===== src/rtl/ctrl_pkg.sv =====
// Shared control-path types for the systolic-array controllers.
// Contents:
//   wfill_state_t - state encoding of weight_fill_ctrl
package ctrl_pkg;

    typedef enum logic [2:0] {
        WF_IDLE,
        WF_PAD,
        WF_FETCH,
        WF_DRAIN,
        WF_COMMIT,
        WF_DONE
    } wfill_state_t;

endpackage


===== src/rtl/weight_fill_ctrl.sv =====
// Weight tile loader: performs exactly ARRAY_DIM shifts into the systolic array's weight
// shift chain (zero padding first, then num_row rows popped from the weight FIFO), commits
// the chain into the active weight registers, then pulses fill_done back to compute_ctrl.
// Ports:
//   clk, rst       clock, asynchronous active-high reset
//   start          1-cycle request from compute_ctrl; accepted only in IDLE
//   num_row        rows to load, clamped to ARRAY_DIM; sampled when start is accepted
//   fifo_empty     weight FIFO empty flag
//   fifo_rd_en     FIFO pop; data arrives on fifo_rd_data the following cycle
//   fifo_rd_data   one weight row from the FIFO
//   w_shift        advance the weight shift chain this cycle
//   w_data         row entering the chain (zero while padding)
//   w_commit       1-cycle pulse: copy shift chain into active weights
//   fill_done      1-cycle pulse, the cycle after w_commit
//   busy           fill in progress
//   start_err      sticky flag: start seen while not IDLE; cleared only by rst
module weight_fill_ctrl
    import ctrl_pkg::*;
#(
    parameter int unsigned DATA_WIDTH = 16,
    parameter int unsigned ARRAY_DIM  = 8
) (
    input  logic                            clk,
    input  logic                            rst,
    input  logic                            start,
    input  logic [DATA_WIDTH-1:0]           num_row,
    input  logic                            fifo_empty,
    output logic                            fifo_rd_en,
    input  logic [ARRAY_DIM*DATA_WIDTH-1:0] fifo_rd_data,
    output logic                            w_shift,
    output logic [ARRAY_DIM*DATA_WIDTH-1:0] w_data,
    output logic                            w_commit,
    output logic                            fill_done,
    output logic                            busy,
    output logic                            start_err
);

    localparam int unsigned ROW_W = $clog2(ARRAY_DIM + 1);
    localparam logic [ROW_W-1:0] DimRows = ROW_W'(ARRAY_DIM);
    localparam logic [ROW_W-1:0] OneRow  = ROW_W'(1);

    wfill_state_t     state_q, state_d;
    logic [ROW_W-1:0] n_q, n_d;        // clamped row count of the current tile
    logic [ROW_W-1:0] cnt_q, cnt_d;    // pad cycles in PAD, issued reads in FETCH
    logic             rd_vld_q;        // FIFO data valid this cycle
    logic             start_err_q, start_err_d;
    logic             pad_shift;
    logic [ROW_W-1:0] n_start;

    // Upper num_row bits only matter for the clamp comparison.
    assign n_start = (num_row > DATA_WIDTH'(ARRAY_DIM)) ? DimRows : num_row[ROW_W-1:0];

    always_ff @(posedge clk or posedge rst) begin
        if (rst) begin
            state_q     <= WF_IDLE;
            n_q         <= '0;
            cnt_q       <= '0;
            rd_vld_q    <= 1'b0;
            start_err_q <= 1'b0;
        end else begin
            state_q     <= state_d;
            n_q         <= n_d;
            cnt_q       <= cnt_d;
            rd_vld_q    <= fifo_rd_en;
            start_err_q <= start_err_d;
        end
    end

    always_comb begin
        state_d     = state_q;
        n_d         = n_q;
        cnt_d       = cnt_q;
        fifo_rd_en  = 1'b0;
        pad_shift   = 1'b0;
        w_commit    = 1'b0;
        fill_done   = 1'b0;
        start_err_d = start_err_q | (start & (state_q != WF_IDLE));

        unique case (state_q)
            WF_IDLE: begin
                if (start) begin
                    n_d     = n_start;
                    cnt_d   = '0;
                    state_d = (n_start == DimRows) ? WF_FETCH : WF_PAD;
                end
            end
            WF_PAD: begin
                pad_shift = 1'b1;
                if (cnt_q == DimRows - n_q - OneRow) begin
                    cnt_d   = '0;
                    state_d = (n_q != '0) ? WF_FETCH : WF_COMMIT;
                end else begin
                    cnt_d = cnt_q + OneRow;
                end
            end
            WF_FETCH: begin
                fifo_rd_en = !fifo_empty;
                if (!fifo_empty) begin
                    if (cnt_q == n_q - OneRow) begin
                        cnt_d   = '0;
                        state_d = WF_DRAIN;
                    end else begin
                        cnt_d = cnt_q + OneRow;
                    end
                end
            end
            // Last read's data is shifted in here via rd_vld_q.
            WF_DRAIN:  state_d = WF_COMMIT;
            WF_COMMIT: begin
                w_commit = 1'b1;
                state_d  = WF_DONE;
            end
            WF_DONE: begin
                fill_done = 1'b1;
                state_d   = WF_IDLE;
            end
            default:   state_d = WF_IDLE;
        endcase
    end

    // PAD always precedes the first read, so the two shift sources never overlap.
    assign w_shift   = pad_shift | rd_vld_q;
    assign w_data    = rd_vld_q ? fifo_rd_data : '0;
    assign busy      = (state_q != WF_IDLE);
    assign start_err = start_err_q;

endmodule


===== config.mk =====
export PLATFORM = sky130hd
export DESIGN_NAME = weight_fill_ctrl
export DESIGN_NICKNAME = d
export VERILOG_FILES = /design/src/rtl/ctrl_pkg.sv /design/src/rtl/weight_fill_ctrl.sv
export SDC_FILE = /design/constraint.sdc
export NUM_CORES = 1
export LEC_CHECK = 0
export CAP_MARGIN = 20
export CORE_AREA = 8 8 103 105
export DETAILED_ROUTE_END_ITERATION = 8
export DIE_AREA = 0 0 111 113
export PLACE_DENSITY = 0.84
export SLEW_MARGIN = 20
export SYNTH_ARGS = -nofsm -noshare
export SYNTH_HDL_FRONTEND = slang
export SYNTH_SLANG_ARGS = --single-unit
export TNS_END_PERCENT = 50

===== constraint.sdc =====
create_clock -name clk -period 2.3 [get_ports clk]
set_input_delay 0.69 -clock clk [delete_from_list [all_inputs] [get_ports clk]]
set_output_delay 0.69 -clock clk [all_outputs]
set_load 0.02 [all_outputs]

======== Word level (Yosys, flattened, before mapping) ========
Cells that the tools add are included.
cells by class
  bitwise gates (word level) .............. 3
  equality and inequality tests ........... 12
  muxes and demuxes ....................... 18
  reduce and logical (&&, ||, !) cells .... 8
  add/sub/neg operators ................... 4
  magnitude comparators ................... 1
operators with widths
  operator             number
  $mux 128             1
  $mux 4               5
  $gt 16x4->1 const B  1
  $mux 3               5
  $pmux 3 s5           1
  $pmux 4 s3           1
  $eq 4x4->1           2
  $ne 2x2->1 const B   4
  $sub 4x1->4 const B  2
  $eq 3x2->1 const B   2
  $eq 3x3->1 const B   2
  $reduce_bool 3->1    2
  $add 4x1->4 const B  1
  $eq 4x4->1 const B   1
  $mux 1               4
  $reduce_and 4->1     1
  $reduce_bool 4->1    1
  $sub 4x4->4 const A  1
  $eq 3x1->1 const B   1
  $logic_not 3->1      1
  $reduce_and 3->1     1
  $mux 2               1
  $or 1x1->1           2
  $reduce_and 2->1     1
  other kinds (2)      2
word-level totals
  word-level logic and storage cells ...... 51
  bits in registers ....................... 13
  output and inout port bits .............. 134
  bits of input ports ..................... 148

======== Longest topological paths before layout ========
Gate-level depths: netlist of the first run.
  word-level depth ........................ 6
  depth in mapped cells ................... 7
  mapped depth without buffers ............ 7

======== Least setup slack after synthesis of the first run ========
Ideal clock, no wire load.
  kind .................................... input-to-output
  start ................................... in fifo_empty
  end ..................................... out fifo_rd_en
  path slack .............................. 0.264 ns
  arrival ................................. 1.346 ns
  stages on the path ...................... 2
  cell sequence ........................... nand2b_1 nor3_1
on the way
  cells in the longest elaborated chain, start to end .. 2
RTL lines
  what             line                    RTL
  start, declared  weight_fill_ctrl.sv:27  input logic fifo_empty,
  $logic_not 1->1  --
  $mux 1           weight_fill_ctrl.sv:79  unique case (state_q)
  end, declared    weight_fill_ctrl.sv:28  output logic fifo_rd_en,
No other way between the ends.

======== Final worst setup path of the first run ========
  start ................................... in fifo_rd_data[29]
  end ..................................... out w_data[29]
on the way
  cells in the longest elaborated chain, start to end .. 1
RTL lines
  what             line                     RTL
  start, declared  weight_fill_ctrl.sv:29   input logic [ARRAY_DIM*DATA_WIDTH-1:0] fifo_rd_data,
  $mux 128         weight_fill_ctrl.sv:123  assign w_data = rd_vld_q ? fifo_rd_data : '0;
  end, declared    weight_fill_ctrl.sv:31   output logic [ARRAY_DIM*DATA_WIDTH-1:0] w_data,
No other way between the ends.

==> results of run 1 <==
## sequential cells by signal (all words and copies together), names as in the netlist
name	flops
cnt_q	4
n_q	4
state_q	3
rd_vld_q	1
start_err	1
## repair_timing
action	CTS	global route
gates resized for setup	202	93
setup endpoints to repair	125	79
pin swaps	0	1
endpoints found under the hold margin	0	0
## kinds of logic after synthesis
| group | Yosys count | share of synthesized area (%) |
|---|---|---|
| and+or+nand+nor | 173 | 57.6 |
| AOI/OAI and AO/OA | 27 | 12.3 |
| buffers and inverters | 24 | 5.11 |
| DFF | 13 | 18.2 |
| xor gates and xnor gates | 7 | 4.69 |
| adders and majority gates | 3 | 2.10 |
## worst paths after layout
| check | to | slack, ns | depth (start not counted) |
|---|---|---|---|
| max | w_data[29] | 0.009 | 3 |
| min | start_err | 0.46 | 1 |
| max reg2reg | state_q[0] | 0.46 | 6 |
| min reg2reg | start_err | 0.46 | 1 |
| max in group asynchronous | rd_vld_q | 1.14 | 2 |
| min in group asynchronous | state_q[2] | 0.78 | 2 |
## through the flow
stage                     instances  util, %  TNS [ns]  power (uW)
after floorplan                 247        -         0        2130
after global placement          635     53.5    -32.27        3790
after detailed placement        635     53.5    -32.42        3840
after CTS                       639     53.2   -0.0263        3780
after global routing            639     51.8         0        4000
final                           639     51.8         0        3760
## report_power, final
part	internal (uW)	switching, uW
Sequential	307	120
Combinational	1390	1740
Clock	120	88.4
## per-layer routing
metal / up-vias / wire length (um) / global-route usage [%]
met2: 152 / 6110 / 31.9
met5: - / 0 / 0
li1: 1359 / - / -
met4: 0 / 53 / 2.43
met3: 5 / 1590 / 9.15
met1: 1239 / 5430 / 24.0
## cells in the final DEF (no fill, tap or decap), types with 4 or more instances in the layout
cell             count
clkdlybuf4s50_1    147
and2_1             129
clkdlybuf4s15_1     51
clkbuf_2            42
dlygate4sd2_1       18
buf_4               18
nand2_1             12
dfrtp_1             12
clkdlybuf4s15_2     10
nor2_1               9
inv_1                6
xor2_1               4
o21ai_0              4
buf_12               4
## critical path, stage by stage
cell and delay (ns):
clkdlybuf4s50_1 0.45, and2_1 0.11, dlygate4sd2_1 0.35
## area by class of cell
cell class	count	area (um^2)
fill	831	4320
timing repair buffer	295	2720
multi-input combinational	210	1400
sequential	13	327
tap	111	139
clock buffer	3	41.3
inverter	6	22.5
clock inverter	1	5.00
==> results.md, run 1 <==
| Result | Reported |
|---|---|
| Run status | completed |
| Post-Syn Area per Cell | 7.24 um^2 |
| Remaining antenna violation count | 0 |
| Hold Path Class | flop to flop |
| Startpoint class of the critical path | input port |
| Setup repair bufs after CTS | 0 |
| Count of input and output buffers | 281 |
| Pin count of the biggest net entering global routing | 31 |
| Final HPWL DP | 11.4 mm |
| Netlist cell types | 41 |
| Clk slew on worst S/H paths | 0.06 ns |
| Power per standard cell area | 809 mW/mm^2 |
| Wire length of the first global-routing pass | 19.4 mm |
| Initial core utilization | 19.9% |
| Clock period minus final worst setup slack | 2.29 ns |
| Biggest area consumer among synthesized cells | and2_1 |
| Count of boundary I/O pins | 282 |
| Wire length reported by the detailed router | 13.2 mm |
| Worst clock skew | 0.00178 ns |
| Share of flip-flops with an asynchronous set or reset after synthesis | 100% |
| Cell leakage power | 0.00213 uW |
| Setup crit end kind | primary output |
| Share of post-route cells with drive strength above 1 | 18.4% |
| Proportion of synthesized chip area in sequential cells | 18.2% |
| Max-slew violation count | 0 |
| Flop and latch count out of synthesis | 13 |
| Detailed-route vias per instance | 4.31 |
| TritonCTS Buffers | 3 |
| Count of vias placed by the detailed router | 2755 |
| Yosys warning total | 0 |
| DP Worst Slack | -0.361 ns |
| Clock tree from TritonCTS | yes |
| Tightest slew margin relative to the limit | 64.4% |
| Clk Tree Root Cell | clkbuf_8 |
| Path type of the worst setup path | input port to primary output |
| Setup repair after global routing missed its margin | true |
| Hold wc startpoint | start_err |
| Inserted Diodes | 0 |
| Cells after Synth | 247 |
| Worst-Margin Slew | 0.533 ns |
| DRC violation count after routing | 0 |
| Commonest register cell after synthesis | dfrtp_1 |
| Worst endpoint data arrival time | 1.60 ns |
| Core Area | 0.00898 mm^2 |
| X dimension of the die | 111 um |
| Most area-consuming cells after synthesis | and2_1, dfrtp_1, clkbuf_1 |
| Die outline height | 113 um |
| Proportion of netlist area held by the largest area contributor | 45.1% |
| Netlist area before placement | 0.00179 mm^2 |
| Tot GR Track Use | 19.8% |
| Syn Nets | 398 |
| Post-route cell area | 0.00465 mm^2 |
| Hold-fix buffer count after cts | 0 |
| Maximum ir drop on the vdd rail | 0.596 mV |
| Number of max-capacitance violations reported | 0 |
| Antenna violations before repair | 0 |
| Wirelength per Cell | 20.6 um |
| FF-to-FF Start | n_q[0] |
| Row count | 35 |
| Required time at the worst-slack endpoint | 1.61 ns |
| Via count of the first global-routing pass | 2942 |
| Final-layout worst hold slack | 0.458 ns |
| Setup violation total in the final timing report | 0 |
| Final GP Congestion | 0.872 |
| Fin. Hold Viols | 0 |
| Floorplan die area | 0.0125 mm^2 |
| CP startpoint | fifo_rd_data[29] |
| Timing-limited maximum frequency | 0.437 GHz |
| Maximum net fanout on the critical path | 1 |
| Detailed router's first-iteration violation count | 158 |
| Final worst slack | 0.00946 ns |
| Area of placed instances | 0.00480 mm^2 |
| Area growth from synthesis to final layout | 160% |
| 1st-pass router iterations | 4 |
| Library cell with the highest instance count after synthesis | and2_1 |
| Commonest cells in the synthesized netlist | and2_1, clkbuf_1, dfrtp_1 |
| GR Overflow Total | 0 |
| TritonCTS sink count | 13 |
| Total number of nets in the final design | 680 |
| H-tree lvl count | 1 |
| Post-synth EDFFs | 0 |
| Period utilization | 99.6% |
| CTS max path bufs | 2 |
| Clock insertion delay at the later pin of the skew report | 0.25 ns |
Power figures use the tool's default switching activity.
==> run 2: changes to the inputs <==
- CORE_AREA: 8 8 103 105 -> 2 2 109 111
- CTS_CLUSTER_SIZE: unset -> 40
- PLACE_DENSITY: 0.84 -> unset
- PLACE_DENSITY_LB_ADDON: unset -> 0.25
==> run 2 against run 1 <==
Non-clock buffer count decreased by 1. Sequential power rose by 4%. Critical path type unchanged. Highest routed layer unchanged. Worst hold slack better by 0.010 ns. Via count is 0.91% lower. Largest power group unchanged. Clock power increased by 61%.
==> results.md, run 2 (synthesized netlist as in run 1, its figures left out) <==
| Result | Reported | Change |
|---|---|---|
| Fin. Hold Viols | 0 | unchanged |
| Tightest slew margin relative to the limit | 63.5% | -0.96 points |
| Wire length of the first global-routing pass | 16.4 mm | -15% |
| Biggest regs | cnt_q: 4 flops, n_q: 4 flops, state_q: 3 flops |  |
| Most frequent standard cell in the layout excluding fill and tap cells | clkdlybuf4s50_1 |  |
| Worst clock skew | 0.00401 ns | +0.00223 ns |
| Worst path top cell family by delay | buffers and inverters |  |
| Share of post-route cells with drive strength above 1 | 14.8% | -3.6 points |
| Count of boundary I/O pins | 282 | unchanged |
| Crit-path cells | clkdlybuf4s50_1 > and2_1 > dlygate4sd2_1 |  |
| Setup repair bufs after CTS | 0 | unchanged |
| Top library cells by usage in the layout, fill and taps aside | clkdlybuf4s50_1, and2_1, clkdlybuf4s15_1, clkbuf_2, dlygate4sd2_1 |  |
| Power per standard cell area | 805 mW/mm^2 | -0.43% |
| 1st-pass router iterations | 4 | unchanged |
| Final-layout worst hold slack | 0.468 ns | +0.0100 ns |
| Clock insertion delay at the later pin of the skew report | 0.24 ns | about the same |
| Startpoint class of the critical path | input port |  |
| Die outline height | 113 um | unchanged |
| Area growth from synthesis to final layout | 165% |  |
| Run status | completed |  |
| Count of input and output buffers | 281 | unchanged |
| Largest stage delay on the critical path | 0.45 ns | about the same |
| Core Area | 0.0113 mm^2 | +26% |
| Count of vias placed by the detailed router | 2730 | -0.91% |
| Clk slew on worst S/H paths | 0.05 ns | about the same |
| CTS max path bufs | 2 | unchanged |
| Worst endpoint data arrival time | 1.60 ns | about the same |
| Clock period minus final worst setup slack | 2.29 ns | +0.00313 ns |
| Final HPWL DP | 9.31 mm | -18% |
| Detailed router's first-iteration violation count | 145 | -8.2% |
| Total Power | 3810 uW | +1.3% |
| Cell type of the slowest stage on the worst timing path | clkdlybuf4s50_1 |  |
| Path type of the worst setup path | input port to primary output |  |
| Timing-limited maximum frequency | 0.436 GHz | -0.14% |
| Worst-Margin Slew | 0.548 ns | +0.0144 ns |
| DRC violation count after routing | 0 | unchanged |
| Clock tree from TritonCTS | yes |  |
| Aggregate negative setup slack | 0 ns | unchanged |
| Max-slew violation count | 0 | unchanged |
| Total number of nets in the final design | 679 | -0.15% |
| TritonCTS Buffers | 3 | unchanged |
| Final GP Congestion | 0.837 | -4.0% |
| Number of max-capacitance violations reported | 0 | unchanged |
| Cell leakage power | 0.00216 uW | +1.5% |
| Remaining antenna violation count | 0 | unchanged |
| Setup repair after global routing missed its margin | false |  |
| Required time at the worst-slack endpoint | 1.61 ns | about the same |
| Hold Path Class | flop to flop |  |
| Buffers plus inverters on the worst setup path | 2 | unchanged |
| Maximum net fanout on the critical path | 1 | unchanged |
| Row count | 39 | +11% |
| Period utilization | 99.7% | +0.14 points |
| Inserted Diodes | 0 | unchanged |
| Floorplan die area | 0.0125 mm^2 | unchanged |
| Initial core utilization | 15.9% | -4.1 points |
| Final Core Density | 42.0% | -9.8 points |
| Hold-fix buffer count after cts | 0 | unchanged |
| H-tree lvl count | 1 | unchanged |
| Tot GR Track Use | 16.4% | -3.3 points |
| Clk Tree Root Cell | clkbuf_16 |  |
| TritonCTS sink count | 13 | unchanged |
| Maximum ir drop on the vdd rail | 0.526 mV | -12% |
| Pin count of the biggest net entering global routing | 105 | +240% |
| Wirelength per Cell | 16.4 um | -20% |
| Setup crit end kind | primary output |  |
| Via count of the first global-routing pass | 2744 | -6.7% |
| GR Overflow Total | 0 | unchanged |
| X dimension of the die | 111 um | unchanged |
| Wire length reported by the detailed router | 11.0 mm | -16% |
| Detailed-route vias per instance | 4.07 | -5.5% |
| Setup violation total in the final timing report | 0 | unchanged |
| Antenna violations before repair | 0 | unchanged |
run 2: cell count changes in the layout (fill, tap and decap cells not counted):
| cell | change |
|---|---|
| clkdlybuf4s15_1 | +9 |
| dlygate4sd2_1 | +9 |
| nand2b_1 | +1 |
| clkbuf_16 | +3 |
| buf_12 | -2 |
| buf_2 | -2 |
| clkbuf_8 | -3 |
| dlymetal6s2s_1 | +1 |
| clkbuf_2 | -10 |
| dfrtp_2 | +2 |
| dfrtp_1 | -2 |
| nand2b_4 | -1 |
| clkdlybuf4s15_2 | -6 |
run 2: area by class of cell:
type | count | area [um^2]
Sequential cell | 13 | 329
Inverter | 6 | 22.5
Multi-Input combinational cell | 210 | 1400
Tap cell | 143 | 179
Clock buffer | 3 | 75.1
Fill cell | 1166 | 6540
Timing Repair Buffer | 294 | 2730
Clock inverter | 1 | 5.00
run 2: final timing paths:
| path | end | slack [ns] | startpoint | cells after the start |
|---|---|---|---|---|
| min | start_err | 0.47 | start_err | 1 |
| min reg2reg | start_err | 0.47 | start_err | 1 |
| max in group asynchronous | state_q[1] | 1.11 | rst | 2 |
| max | w_data[34] | 0.006 | fifo_rd_data[34] | 3 |
| min in group asynchronous | cnt_q[1] | 0.79 | rst | 2 |
| max reg2reg | state_q[0] | 0.38 | n_q[0] | 6 |
run 2: metrics by stage:
stage / instance area, um^2 / instances / setup slack [ns]
floorplan: 1790 / 247 / 0.264
global placement: 4820 / 666 / -0.546
detailed placement: 4820 / 666 / -0.548
CTS: 4810 / 670 / -0.177
global route: 4740 / 670 / 0.000242
finish: 4740 / 670 / 0.00634
run 2: metal layers:
metal	global-route usage [%]	part of all wire, %	up-vias
li1	-	-	1357
met1	20.0	40	1236
met2	30.9	53	127
met3	2.62	5.6	10
met4	2.67	1.6	0
met5	0	0	-
run 2: timing repair:
item,4_1_cts,5_1_grt
pin swaps,0,1
cloned,0,0
gates resized for setup,181,94
endpoints found under the setup margin,126,82
run 2: report_power, final:
part	total, uW	switching, uW	internal (uW)	leakage [uW]
Sequential	444	133	311	0.000159
Clock	334	103	232	0.0000409
Combinational	3040	1670	1370	0.00196
